`src/rtl/spike_rate_encoder.sv`:
```
// Rate-codes 8 excitatory + 8 inhibitory intensities into spike trains via phase accumulators.
// Optional build macro SPIKE_ENC_REFRACT_EN adds a 1-cycle per-channel refractory period.
module spike_rate_encoder #(
  parameter int NUM_CH = 8,
  parameter int RATE_W = 8,
  parameter int WINDOW = 256
) (
  input  logic                     clk,
  input  logic                     reset,
  input  logic                     i_start,
  input  logic [NUM_CH*RATE_W-1:0] i_rate_e,
  input  logic [NUM_CH*RATE_W-1:0] i_rate_i,
  output logic [NUM_CH-1:0]        o_excitatory,
  output logic [NUM_CH-1:0]        o_inhibitory,
  output logic                     o_busy,
  output logic                     o_done
);

  localparam int CNT_W = $clog2(WINDOW);

  typedef enum logic [1:0] {
    S_IDLE,
    S_RUN,
    S_DONE
  } state_e;

  state_e                     state_q, state_d;
  logic [NUM_CH*RATE_W-1:0]   rate_e_q, rate_e_d;
  logic [NUM_CH*RATE_W-1:0]   rate_i_q, rate_i_d;
  logic [NUM_CH*RATE_W-1:0]   acc_e_q, acc_e_d;
  logic [NUM_CH*RATE_W-1:0]   acc_i_q, acc_i_d;
  logic [CNT_W-1:0]           cnt_q, cnt_d;
  logic [NUM_CH-1:0]          spk_e_q, spk_e_d;
  logic [NUM_CH-1:0]          spk_i_q, spk_i_d;
  logic [RATE_W:0]            sum_e, sum_i;

  always_ff @(posedge clk) begin
    if (!reset) begin
      state_q  <= S_IDLE;
      rate_e_q <= '0;
      rate_i_q <= '0;
      acc_e_q  <= '0;
      acc_i_q  <= '0;
      cnt_q    <= '0;
      spk_e_q  <= '0;
      spk_i_q  <= '0;
    end else begin
      state_q  <= state_d;
      rate_e_q <= rate_e_d;
      rate_i_q <= rate_i_d;
      acc_e_q  <= acc_e_d;
      acc_i_q  <= acc_i_d;
      cnt_q    <= cnt_d;
      spk_e_q  <= spk_e_d;
      spk_i_q  <= spk_i_d;
    end
  end

  always_comb begin
    state_d  = state_q;
    rate_e_d = rate_e_q;
    rate_i_d = rate_i_q;
    acc_e_d  = acc_e_q;
    acc_i_d  = acc_i_q;
    cnt_d    = cnt_q;
    spk_e_d  = spk_e_q;
    spk_i_d  = spk_i_q;
    sum_e    = '0;
    sum_i    = '0;

    case (state_q)
      S_IDLE: begin
        spk_e_d = '0;
        spk_i_d = '0;
        if (i_start) begin
          rate_e_d = i_rate_e;
          rate_i_d = i_rate_i;
          acc_e_d  = '0;
          acc_i_d  = '0;
          cnt_d    = '0;
          state_d  = S_RUN;
        end
      end

      S_RUN: begin
        for (int unsigned n = 0; n < NUM_CH; n++) begin
          sum_e = {1'b0, acc_e_q[n*RATE_W +: RATE_W]} + {1'b0, rate_e_q[n*RATE_W +: RATE_W]};
          sum_i = {1'b0, acc_i_q[n*RATE_W +: RATE_W]} + {1'b0, rate_i_q[n*RATE_W +: RATE_W]};
          acc_e_d[n*RATE_W +: RATE_W] = sum_e[RATE_W-1:0];
          acc_i_d[n*RATE_W +: RATE_W] = sum_i[RATE_W-1:0];
`ifdef SPIKE_ENC_REFRACT_EN
          // The previous spike bit doubles as the refractory flag; it is 0 in IDLE, so E0 clears it.
          spk_e_d[n] = sum_e[RATE_W] & ~spk_e_q[n];
          spk_i_d[n] = sum_i[RATE_W] & ~spk_i_q[n];
`else
          spk_e_d[n] = sum_e[RATE_W];
          spk_i_d[n] = sum_i[RATE_W];
`endif
        end
        cnt_d = cnt_q + CNT_W'(1);
        if (cnt_q == CNT_W'(WINDOW - 1)) begin
          state_d = S_DONE;
        end
      end

      S_DONE: begin
        spk_e_d = '0;
        spk_i_d = '0;
        state_d = S_IDLE;
      end

      default: begin
        state_d = S_IDLE;
      end
    endcase
  end

  assign o_excitatory = spk_e_q;
  assign o_inhibitory = spk_i_q;
  assign o_busy       = (state_q == S_RUN);
  assign o_done       = (state_q == S_DONE);

endmodule

```
`config.mk`:
```
export PLATFORM = sky130hd
export DESIGN_NAME = spike_rate_encoder
export DESIGN_NICKNAME = d
export VERILOG_FILES = /design/src/rtl/spike_rate_encoder.sv
export SDC_FILE = /design/constraint.sdc
export NUM_CORES = 1
export LEC_CHECK = 0
export CORE_ASPECT_RATIO = 1.25
export CORE_MARGIN = 2
export CORE_UTILIZATION = 60
export DETAILED_ROUTE_END_ITERATION = 16
export PLACE_DENSITY = 0.89
export SETUP_SLACK_MARGIN = 0.05
export SLEW_MARGIN = 40
export SYNTH_ARGS = -nofsm -noshare
export SYNTH_HDL_FRONTEND = slang
export SYNTH_SLANG_ARGS = --single-unit
```
`constraint.sdc`:
```
create_clock -name clk -period 3.7 [get_ports clk]
set_clock_uncertainty 0.15 [all_clocks]
set_input_delay 0.74 -clock clk [delete_from_list [all_inputs] [get_ports clk]]
set_output_delay 0.74 -clock clk [all_outputs]
set_load 0.005 [all_outputs]
```
==> Flow_metrics.wiki <==
{| class="wikitable"
! Metric !! Value
|-
| Status || finished clean
|-
| Final total power || about 7000 uW
|-
| Commonest cells in the netlist || nand2_1, dfxtp_1, a21oi_1
|-
| Post-synthesis average cell area || between 8 and 9 sq um
|-
| Cells taking the most area after synthesis || dfxtp_1, ha_1, nand2_1
|-
| Number of global-route vias before repair || about 12000
|-
| Met3 usage || 3.490%
|-
| Count of clock tree sinks || between 200 and 300
|-
| Multiplexer fraction of the synthesized cell area || 0.3627%
|-
| Number of pins exceeding their max-slew limit in the final report || 0
|-
| Warnings, synthesis || 0
|-
| Largest net degree at the start of global routing || between 150 and 200
|-
| Count of hold buffers inserted by post-cts repair || 0
|-
| CTS max path bufs || 3
|-
| Flip-flop cell with the highest count after synthesis || dfxtp_1
|-
| Synthesized-area fraction occupied by adder cells || 13.68%
|-
| Core region area || ~0.023 sq mm
|-
| Post_cts resized || 0
|-
| Met2 track demand over resource in global routing || around 47%
|-
| Clock root buffer || clkbuf_16
|-
| Synth area leader || dfxtp_1
|-
| Detailed-route via count || ~12000
|-
| Final Cell Area || 0.01677 sq mm
|-
| Worst path slowest cell || clkdlybuf4s50_1
|-
| H-tree depth || 1
|-
| Most common cell in the netlist || nand2_1
|-
| Total nets after synthesis || roughly 1900
|-
| Arrival time at the worst endpoint || approximately 2.1 ns
|-
| Data required time of the worst path || 2.81 ns
|-
| Met1 layer usage reported by global route || 32.44%
|-
| Number of instances in the synthesized netlist || roughly 1700
|-
| DR pass1 iterations || 6
|-
| CP top delay family || buffers and inverters
|-
| Synthesized-area fraction occupied by xor and xnor cells || 3.654%
|-
| Worst voltage drop across the vdd grid || roughly 0.38 mV
|-
| Num CTS Buffers || 27
|-
| Floorplan die height || 175.7 um
|-
| Layout Nets || between 2000 and 2500
|-
| Largest stage delay on the critical path || approximately 0.57 ns
|-
| Setup Fix Bufs, Post-CTS || 0
|-
| Post-Place Setup Slack || about 0.90 ns
|-
| CTS tree || yes
|-
| Last weighted congestion value of the routability-driven placer || 0.8371
|-
| First-pass GRT wire length || around 55000 um
|-
| Final setup slack of the worst path || about 0.67 ns
|-
| Main combinational cell family by area after synthesis || compound AO/OA/AOI/OAI gates
|-
| Die span in x || approximately 140 um
|-
| Worst rel slew slack || about 45%
|-
| CP max FO || 12
|-
| Critical setup path kind || reg -> out
|-
| Kind of end point of the critical path || output port
|-
| Flop and latch count out of synthesis || 282
|-
| Starting DRC count in detailed routing || between 600 and 700
|-
| Setup-failing EPs final || 0
|-
| Sequential element share of the synthesized area || between 30 and 40%
|-
| Synth-to-layout area growth || 18.60%
|-
| Post-synth cell types || 53
|-
| Worst slew pin tran || roughly 0.83 ns
|-
| Aggregate global-route resource usage || 26.52%
|-
| Maximum clock frequency || around 0.33 GHz
|-
| Synth Area in Simple Gates || 15.51%
|-
| Number of primary I/O pins || 149
|-
| Die footprint || between 0.02 and 0.025 sq mm
|-
| Number of antenna violations at the first check in global routing || 0
|-
| Fraction of final layout cells with drive strength greater than 1 || approximately 4%
|-
| Compound-gate portion of the synthesized area || roughly 24%
|-
| Antenna Nets Post-Route || 0
|-
| Clock period minus worst slack || 3.035 ns
|-
| Final-report hold violation count || 0
|-
| Lkg Pwr || roughly 0.007 uW
|-
| Clock-pin slew reported for the worst setup and hold paths after clock tree synthesis || approximately 0.06 ns
|-
| Max-cap check violation count || 0
|-
| Initial standard-cell utilization of the core || just over 60%
|-
| Total placed instance area || between 0.015 and 0.02 sq mm
|-
| Summed negative setup slack over all endpoints || 0 ns
|-
| Number of antenna repair diodes || 0
|-
| Number of flops mapped to enable cells by yosys || 0
|-
| Total wire length after detailed routing || roughly 33000 um
|-
| Hold Path Class || reg -> reg
|-
| Mapped Area || approximately 0.014 sq mm
|-
| Sum of buffers and inverters on the critical path || 2
|-
| Skew-Pair Late Insertion Delay || between 0.5 and 0.6 ns
|-
| Final hold slack || 0.3021 ns
|-
| Critical-path cell list || nand2b_2 > clkinv_2 > clkdlybuf4s50_1
|-
| Share of flip-flops with an asynchronous set or reset || 0%
|-
| Final global-route overflow total || 0
|-
| Post-detail-place hpwl || around 22000 um
|-
| Standard-cell rows || between 60 and 70
|-
| Total power divided by cell area || around 420 mW/mm^2
|-
| Launching element type of the critical path || register
|-
| Fraction of synthesized cell area taken by the top area cell type || between 30% and 40%
|-
| Count of unresolved DRC violations after routing || 0
|-
| Via count normalized by instance count || approximately 6
|-
| RSZ-0062 raised after global routing || false
|-
| GRT busiest layer || met2
|-
| Post-route clock period utilization || between 80% and 90%
|-
| Average routed wire per standard cell || 15.94 um
|-
| IO buf count || 148
|}
-- area by class of cell --
type | count | area (sq um)
clock buffer | 36 | 779.5
clock inverter | 13 | 173.9
fill | 1657 | 6266
inverter | 5 | 22.52
multi-input combinational | 1302 | 8135
sequential | 282 | 5645
tap | 288 | 360.3
timing repair buffer | 163 | 1657
-- per-layer routing --
| metal | up-vias | routed length, um |
|---|---|---|
| met3 | 88 | 2008 |
| met5 | - | 0 |
| met2 | 384 | 16420 |
| li1 | 6153 | - |
| met1 | 5848 | 13770 |
| met4 | 0 | 1102 |
-- registers in the layout (all words and copies together) (netlist names) --
signal	cells
acc_e_q	64
acc_i_q	64
cnt_q	8
o_excitatory	8
o_inhibitory	8
rate_e_q	64
rate_i_q	64
state_q	2
-- worst reg2reg max path, delay by kind of cell (launching register included) --
kind                   cells  cell delay [ns]
AO/OA/AOI/OAI              1             0.33
AND/OR/NAND/NOR            4             1.17
buffers and inverters      1             0.32
flip-flops                 1             0.37
-- where the power goes --
group | internal, uW | total, uW | switching [uW]
clock | 1760 | 2940 | 1180
combinational | 367 | 822 | 455
sequential | 3160 | 3250 | 90.8
total | 5280 | 7010 | 1730
-- kinds of logic (layout without fill, tap and decap cells) --
family                     count (synthesis)  in the layout
AOI/OAI and AO/OA                        568            568
adders and majority gates                145            145
and+or+nand+nor                          525            525
DFF                                      282            282
buffers and inverters                     83            217
muxes                                      5              5
xor gates and xnor gates                  59             59
-- through the flow --
step / util (%) / std cells
floorplan: - / 1667
global placement: 68.67 / 2040
detailed placement: 68.67 / 2040
CTS: 72.80 / 2089
global route: 72.80 / 2089
finish: 72.80 / 2089
-- layout by cell type (no fill, tap or decap), types with 18 or more instances in the layout --
cell,Yosys,final
a211oi_1,72,72
a21o_1,31,31
a21oi_1,188,188
a22o_1,33,33
a31oi_1,18,18
clkbuf_16,0,27
clkdlybuf4s50_1,0,148
dfxtp_1,282,282
ha_1,129,129
nand2_1,352,351
nor2_1,75,74
nor3_1,33,33
o21ai_0,107,107
o21ai_1,58,58
o21bai_1,26,26
xor2_1,58,58
-- path summary, 6_finish.rpt --
path,from,endpoint,slack (ns),cells after the start
worst max-delay path,state_q[1],o_busy,0.67,3
worst min-delay path,acc_i_q[63],acc_i_q[63],0.30,2
worst max register to register,state_q[1],acc_e_q[55],1.24,6
worst min register to register,acc_i_q[63],acc_i_q[63],0.30,2
No activity file was read; power rests on OpenSTA's default activity.
